File: config.mk
export PLATFORM = sky130hd
export DESIGN_NAME = iter_muldiv_unit
export DESIGN_NICKNAME = d
export VERILOG_FILES = /design/src/rtl/iter_muldiv_unit_pkg.sv /design/src/rtl/iter_muldiv_unit_md_step.sv /design/src/rtl/iter_muldiv_unit.sv
export SDC_FILE = /design/constraint.sdc
export NUM_CORES = 1
export LEC_CHECK = 0
export BUFFER_PORTS_ARGS = -buffer_cell sky130_fd_sc_hd__buf_2
export CAP_MARGIN = 20
export CORE_MARGIN = 3
export CORE_UTILIZATION = 47
export DETAILED_ROUTE_END_ITERATION = 12
export PLACE_DENSITY = 0.72
export SYNTH_ARGS = -nofsm -noshare
export SYNTH_HDL_FRONTEND = slang
export SYNTH_SLANG_ARGS = --single-unit
export TNS_END_PERCENT = 5
File: constraint.sdc
create_clock -name clk -period 3.8 [get_ports clk]
set_input_delay 0.76 -clock clk [delete_from_list [all_inputs] [get_ports clk]]
set_output_delay 0.76 -clock clk [all_outputs]
set_load 0.005 [all_outputs]
File: src/rtl/iter_muldiv_unit_pkg.sv
// Shared definitions for the iterative multiply/divide unit: funct3 opcodes and FSM states.
package iter_muldiv_unit_pkg;

   typedef enum logic [2:0] {
      MD_MUL    = 3'd0,
      MD_MULH   = 3'd1,
      MD_MULHSU = 3'd2,
      MD_MULHU  = 3'd3,
      MD_DIV    = 3'd4,
      MD_DIVU   = 3'd5,
      MD_REM    = 3'd6,
      MD_REMU   = 3'd7
   } md_op_e;

   typedef enum logic [1:0] {
      MD_IDLE = 2'd0,
      MD_CALC = 2'd1,
      MD_FIX  = 2'd2,
      MD_DONE = 2'd3
   } md_state_e;

   function automatic logic is_div_op(input md_op_e o);
      return o[2];
   endfunction

endpackage

File: src/rtl/iter_muldiv_unit_md_step.sv
// One radix-2 iteration: shift-add multiply step or restoring divide step (combinational).
module iter_muldiv_unit_md_step #(
   parameter int XLEN = 32
) (
   input  logic [2*XLEN-1:0] acc,
   input  logic [XLEN-1:0]   opnd,
   input  logic              div_mode,
   output logic [2*XLEN-1:0] acc_next,
   output logic              q_bit
);

   logic [XLEN:0] sum;
   logic [XLEN:0] diff;

   always_comb begin
      sum      = {1'b0, acc[2*XLEN-1:XLEN]} + (acc[0] ? {1'b0, opnd} : '0);
      // Shifted partial remainder needs XLEN+1 bits; the borrow bit decides the quotient bit.
      diff     = acc[2*XLEN-1:XLEN-1] - {1'b0, opnd};
      q_bit    = 1'b0;
      acc_next = {sum, acc[XLEN-1:1]};
      if (div_mode) begin
         q_bit = ~diff[XLEN];
         if (q_bit)
            acc_next = {diff[XLEN-1:0], acc[XLEN-2:0], 1'b0};
         else
            acc_next = {acc[2*XLEN-2:0], 1'b0};
      end
   end

endmodule

File: src/rtl/iter_muldiv_unit.sv
// Multi-cycle RV32M/RV64M multiply/divide unit, XLEN iterations plus one fix-up cycle.
module iter_muldiv_unit
   import iter_muldiv_unit_pkg::*;
#(
   parameter int XLEN  = 32,
   parameter int CNT_W = $clog2(XLEN)
) (
   input  logic            clk,
   input  logic            rst,
   input  logic            start,
   input  logic [2:0]      op,
   input  logic [XLEN-1:0] a,
   input  logic [XLEN-1:0] b,
   input  logic            kill,
   output logic            busy,
   output logic            done,
   output logic [XLEN-1:0] result
);

   md_state_e         state;
   md_op_e            op_q;
   md_op_e            op_in;
   logic [CNT_W-1:0]  cnt;
   logic [2*XLEN-1:0] acc;
   logic [2*XLEN-1:0] step_acc;
   logic [XLEN-1:0]   opnd;
   logic              res_neg;
   logic              rem_neg;
   logic              q_bit;

   logic              sa, sb, b_zero, ovf, special;
   logic [XLEN-1:0]   ma, mb, spec_res, fix_res, quo, rem;
   logic [2*XLEN-1:0] prod;

   iter_muldiv_unit_md_step #(.XLEN(XLEN)) u_step (
      .acc      (acc),
      .opnd     (opnd),
      .div_mode (is_div_op(op_q)),
      .acc_next (step_acc),
      .q_bit    (q_bit)
   );

   always_comb begin
      op_in = md_op_e'(op);
      sa    = 1'b0;
      sb    = 1'b0;
      case (op_in)
         MD_MULH, MD_DIV, MD_REM: begin
            sa = a[XLEN-1];
            sb = b[XLEN-1];
         end
         MD_MULHSU: sa = a[XLEN-1];
         default: ;
      endcase
      ma      = sa ? -a : a;
      mb      = sb ? -b : b;
      b_zero  = (b == '0);
      ovf     = (op_in == MD_DIV || op_in == MD_REM) &&
                (a == {1'b1, {(XLEN-1){1'b0}}}) && (b == '1);
      special = is_div_op(op_in) && (b_zero || ovf);
      spec_res = '0;
      if (b_zero)
         spec_res = (op_in == MD_DIV || op_in == MD_DIVU) ? '1 : a;
      else if (ovf)
         spec_res = (op_in == MD_DIV) ? a : '0;
   end

   // Sign fix-up: product negated at full width; remainder takes the dividend's sign.
   always_comb begin
      prod = res_neg ? -acc : acc;
      quo  = res_neg ? -acc[XLEN-1:0] : acc[XLEN-1:0];
      rem  = rem_neg ? -acc[2*XLEN-1:XLEN] : acc[2*XLEN-1:XLEN];
      case (op_q)
         MD_MUL:                       fix_res = prod[XLEN-1:0];
         MD_MULH, MD_MULHSU, MD_MULHU: fix_res = prod[2*XLEN-1:XLEN];
         MD_DIV, MD_DIVU:              fix_res = quo;
         default:                      fix_res = rem;
      endcase
   end

   always_ff @(posedge clk) begin
      if (rst) begin
         state   <= MD_IDLE;
         op_q    <= MD_MUL;
         cnt     <= '0;
         acc     <= '0;
         opnd    <= '0;
         res_neg <= 1'b0;
         rem_neg <= 1'b0;
         busy    <= 1'b0;
         done    <= 1'b0;
         result  <= '0;
      end else begin
         done <= 1'b0;
         if (kill) begin
            state <= MD_IDLE;
            busy  <= 1'b0;
         end else begin
            case (state)
               MD_CALC: begin
                  acc <= step_acc | {{(2*XLEN-1){1'b0}}, q_bit};
                  cnt <= cnt + 1'b1;
                  if (cnt == CNT_W'(XLEN-1))
                     state <= MD_FIX;
               end
               MD_FIX: begin
                  result <= fix_res;
                  state  <= MD_DONE;
                  busy   <= 1'b0;
                  done   <= 1'b1;
               end
               default: begin
                  state <= MD_IDLE;
                  busy  <= 1'b0;
                  if (start) begin
                     if (special) begin
                        result <= spec_res;
                        state  <= MD_DONE;
                        done   <= 1'b1;
                     end else begin
                        op_q    <= op_in;
                        acc     <= {{XLEN{1'b0}}, ma};
                        opnd    <= mb;
                        res_neg <= sa ^ sb;
                        rem_neg <= sa;
                        cnt     <= '0;
                        state   <= MD_CALC;
                        busy    <= 1'b1;
                     end
                  end
               end
            endcase
         end
      end
   end

endmodule

==> impl_metrics.env <==
export IMPL_outcome="finished, final reports clean"
export IMPL_syn_mean_instance_area_sq_um=7.18
export IMPL_grt_max_degree=68
export IMPL_crit_fanout=30
export IMPL_cpMaxStageDelayCell="a211oi_1"
export IMPL_clock_latency_ns=0.44
export IMPL_worstMarginPinSlew_ns=0.882
export IMPL_hold_depth=2
export IMPL_die_x_um=179
export IMPL_routed_wl_um=50800
export IMPL_synth_mux_area_share_pct=3.94
export IMPL_yosysWarningCount=0
export IMPL_synth_adder_area_share_pct=6.80
export IMPL_synthTopCellsByArea="dfxtp_1 20%, xnor2_1 6.7%, ha_1 6.5%, a21oi_1 6.4%, nor2_1 5.5%"
export IMPL_layout_commonest_cell="nor2_1"
export IMPL_place_area_sq_mm=0.0153
export IMPL_hold_viol=0
export IMPL_via_per_inst=6.47
export IMPL_gp_congestion=0.980
export IMPL_synth_area_sq_mm=0.0140
export IMPL_drc=0
export IMPL_die_area_sq_mm=0.0319
export IMPL_cts_buffers=17
export IMPL_post_cts_buffers=0
export IMPL_yosysTopAreaCellShare_pct=20.3
export IMPL_cts_sinks=142
export IMPL_multi_input_area_sq_mm=0.0104
export IMPL_ant_nets=0
export IMPL_relSlewSlack_pct=41.2
export IMPL_seq_area_frac_synth_pct=20.3
export IMPL_critPathMaxStageDelay_ns=0.57
export IMPL_cts_tree="built"
export IMPL_final_setup_tns_ns=0
export IMPL_post_synth_num_cell_types=79
export IMPL_grt_pass1_vias=14145
export IMPL_fin_crit_ns=3.60
export IMPL_coreArea_sq_mm=0.0290
export IMPL_io_pins=105
export IMPL_clk_pin_slew_worst_paths_ns=0.07
export IMPL_dp_cells=2394
export IMPL_nNetsFinal=2175
export IMPL_critical_path_top_delay_family="compound AO/OA/AOI/OAI gates"
export IMPL_p_leak_nw=6.53
export IMPL_cp_arrival_ns=3.93
export IMPL_holdCritStartpoint="result[15]$_SDFFE_PP0P_"
export IMPL_grt_overflow=0
export IMPL_drive_gt1_share_pct=13.0
export IMPL_startpoint_type="flip-flop"
export IMPL_ys_async_sr_fraction_pct=0
export IMPL_fin_ws_ns=0.196
export IMPL_synth_ff_type="dfxtp_1"
export IMPL_synth_compound_area_share_pct=31.0
export IMPL_powerDensity_mw_per_mm2=297
export IMPL_antenna_found_initial=1
export IMPL_ir_drop_mv=0.289
export IMPL_critical_path_buf_inv_count=3
export IMPL_period_share_pct=94.8
export IMPL_post_route_util_pct=54.8
export IMPL_dp_slack_ns=0.0370
export IMPL_finalNonFillerCells=2426
export IMPL_endpoint_kind="flip-flop"
export IMPL_vias=15705
export IMPL_cts_root_buffer="clkbuf_16"
export IMPL_syn_inst=1953
export IMPL_regToRegSetupSlack_ns=0.20
export IMPL_insertedDiodeCount=0
export IMPL_fmax_mhz=277
export IMPL_fp_row_count=62
export IMPL_reg2reg_depth=14
export IMPL_rsz0062_at_grt="false"
export IMPL_critPathKind="flip-flop to flip-flop"
export IMPL_cts_max_path_buffers=2
export IMPL_drtPass1Iterations=6
export IMPL_area_growth_pct=13.5
export IMPL_drv_slew=0
export IMPL_worstReg2RegStart="acc[0]$_SDFFE_PP0P_"
export IMPL_finClkSkew_ns=0.0130
export IMPL_start_util_pct=48.3
export IMPL_die_h_um=179
export IMPL_grt_pass1_wl_um=78300
export IMPL_hold_class="flip-flop to flip-flop"
export IMPL_synth_edf_count=0
export IMPL_setup_viol=0
export IMPL_hold_path_end="result[15]$_SDFFE_PP0P_"
export IMPL_maxCapViolCount=0
export IMPL_mostFrequentLayoutCells="203 x nor2_1, 183 x nand2_1, 179 x a21oi_1"
export IMPL_synth_simple_area_share_pct=20.8
export IMPL_hpwl_um=38700
export IMPL_synthXorXnorAreaFrac_pct=11.3
export IMPL_fillerInstances=2783
export IMPL_htreeDepth=4
export IMPL_routedWlPerCell_um=20.9
export IMPL_r2r_end="acc[62]$_SDFFE_PP0P_"
export IMPL_synth_fp_nets=2099
export IMPL_drt_initial_drc_count=1956
export IMPL_seqCellArea_sq_mm=0.00284
export IMPL_cp_required_ns=4.13
export IMPL_grt_use_total_pct=30.8
export IMPL_ys_ff_latch=142
export IMPL_port_buffers=104
export IMPL_synth_top_area_cell="dfxtp_1"
export IMPL_crit_chain="inv_1 -> buf_12 -> nor2_1 -> ha_1 -> o21ai_0 -> o21ai_0 -> nand3_1 -> a211oi_1 -> o41a_1 -> a21oi_1 -> buf_4 -> o21a_1 -> o211a_1 -> o211a_1"
export IMPL_stdcell_area_sq_mm=0.0159
export IMPL_synth_top_family_by_area="compound AO/OA/AOI/OAI gates"
-- power by group --
group          total [W]  switching [W]  internal (W)  leakage (nW)
Clock            0.00177       0.000816      0.000951         0.288
Combinational    0.00133       0.000829      0.000502          5.09
Sequential       0.00163      0.0000794       0.00155          1.16
-- worst max-delay path by stage --
stage                        start  cells past startpoint  slack (ns)                      end
6_report       acc[0]$_SDFFE_PP0P_                     14        0.20     acc[62]$_SDFFE_PP0P_
3_3_place_gp                 a[23]                     12        0.15   result[0]$_SDFFE_PP0P_
3_5_place_dp                  a[1]                     12        0.04  result[21]$_SDFFE_PP0P_
5_1_grt        acc[0]$_SDFFE_PP0P_                     13        0.04     acc[52]$_SDFFE_PP0P_
2_1_floorplan                 a[0]                     13        0.27    opnd[31]$_SDFFE_PP0P_
4_1_cts        acc[0]$_SDFFE_PP0P_                     13        0.21     acc[61]$_SDFFE_PP0P_
-- worst min-delay path: stages (launching register included) --
cell	delay, ns
dfxtp_1	0.31
nand2_1	0.05
a21oi_1	0.05
-- what timing repair did --
item                       4_1_cts  5_1_grt
hold buffers                     0        0
setup endpoints to repair        0        1
gates resized for setup          0        1
-- sequential cells by signal, indices dropped and copies added (netlist names), 2 cells and up --
name    flops
opnd       32
cnt         5
state       2
acc        64
result     32
op_q        3
-- per-stage QoR --
step                      hold slack, ns  total power, W
after floorplan                    0.446         0.00252
after global placement             0.437         0.00293
after detailed placement           0.442         0.00295
after CTS                          0.455         0.00471
after global routing               0.479         0.00491
final                              0.453         0.00473
-- final cells by class --
class                           count  share of cell area [%]
Tap cell                          384                    3.02
Timing Repair Buffer              198                    8.35
Multi-Input combinational cell   1597                    65.3
Clock buffer                       19                    2.78
Clock inverter                     13                   0.936
Inverter                           73                    1.72
Sequential cell                   142                    17.9
-- cell usage after synthesis (all sizes together) (47+ instances only) --
cell type    n
dfxtp      142
a21oi      179
ha          73
xor2        73
o21ai      147
xnor2      108
mux2i       54
nand2      183
nor2       204
a211oi      47
clkbuf     124
inv         73
-- routing by layer --
metal | track usage [%] | up-vias | wire [um]
met5 | 0 | - | 11
met4 | 10.1 | 2 | 1680
met3 | 6.14 | 140 | 5150
met2 | 48.7 | 897 | 22900
met1 | 42.1 | 7374 | 21100
li1 | - | 7292 | -
-- kinds of logic (layout without fill, tap and decap cells) --
kind of cell    count (synthesis)  in the layout
fa+ha+maj                      75             75
compound gates                663            663
mux                            55             55
flops                         142            142
xor+xnor                      181            181
buf+inv                       214            303
simple gates                  623            623
No activity file was read; power rests on OpenSTA's default activity.
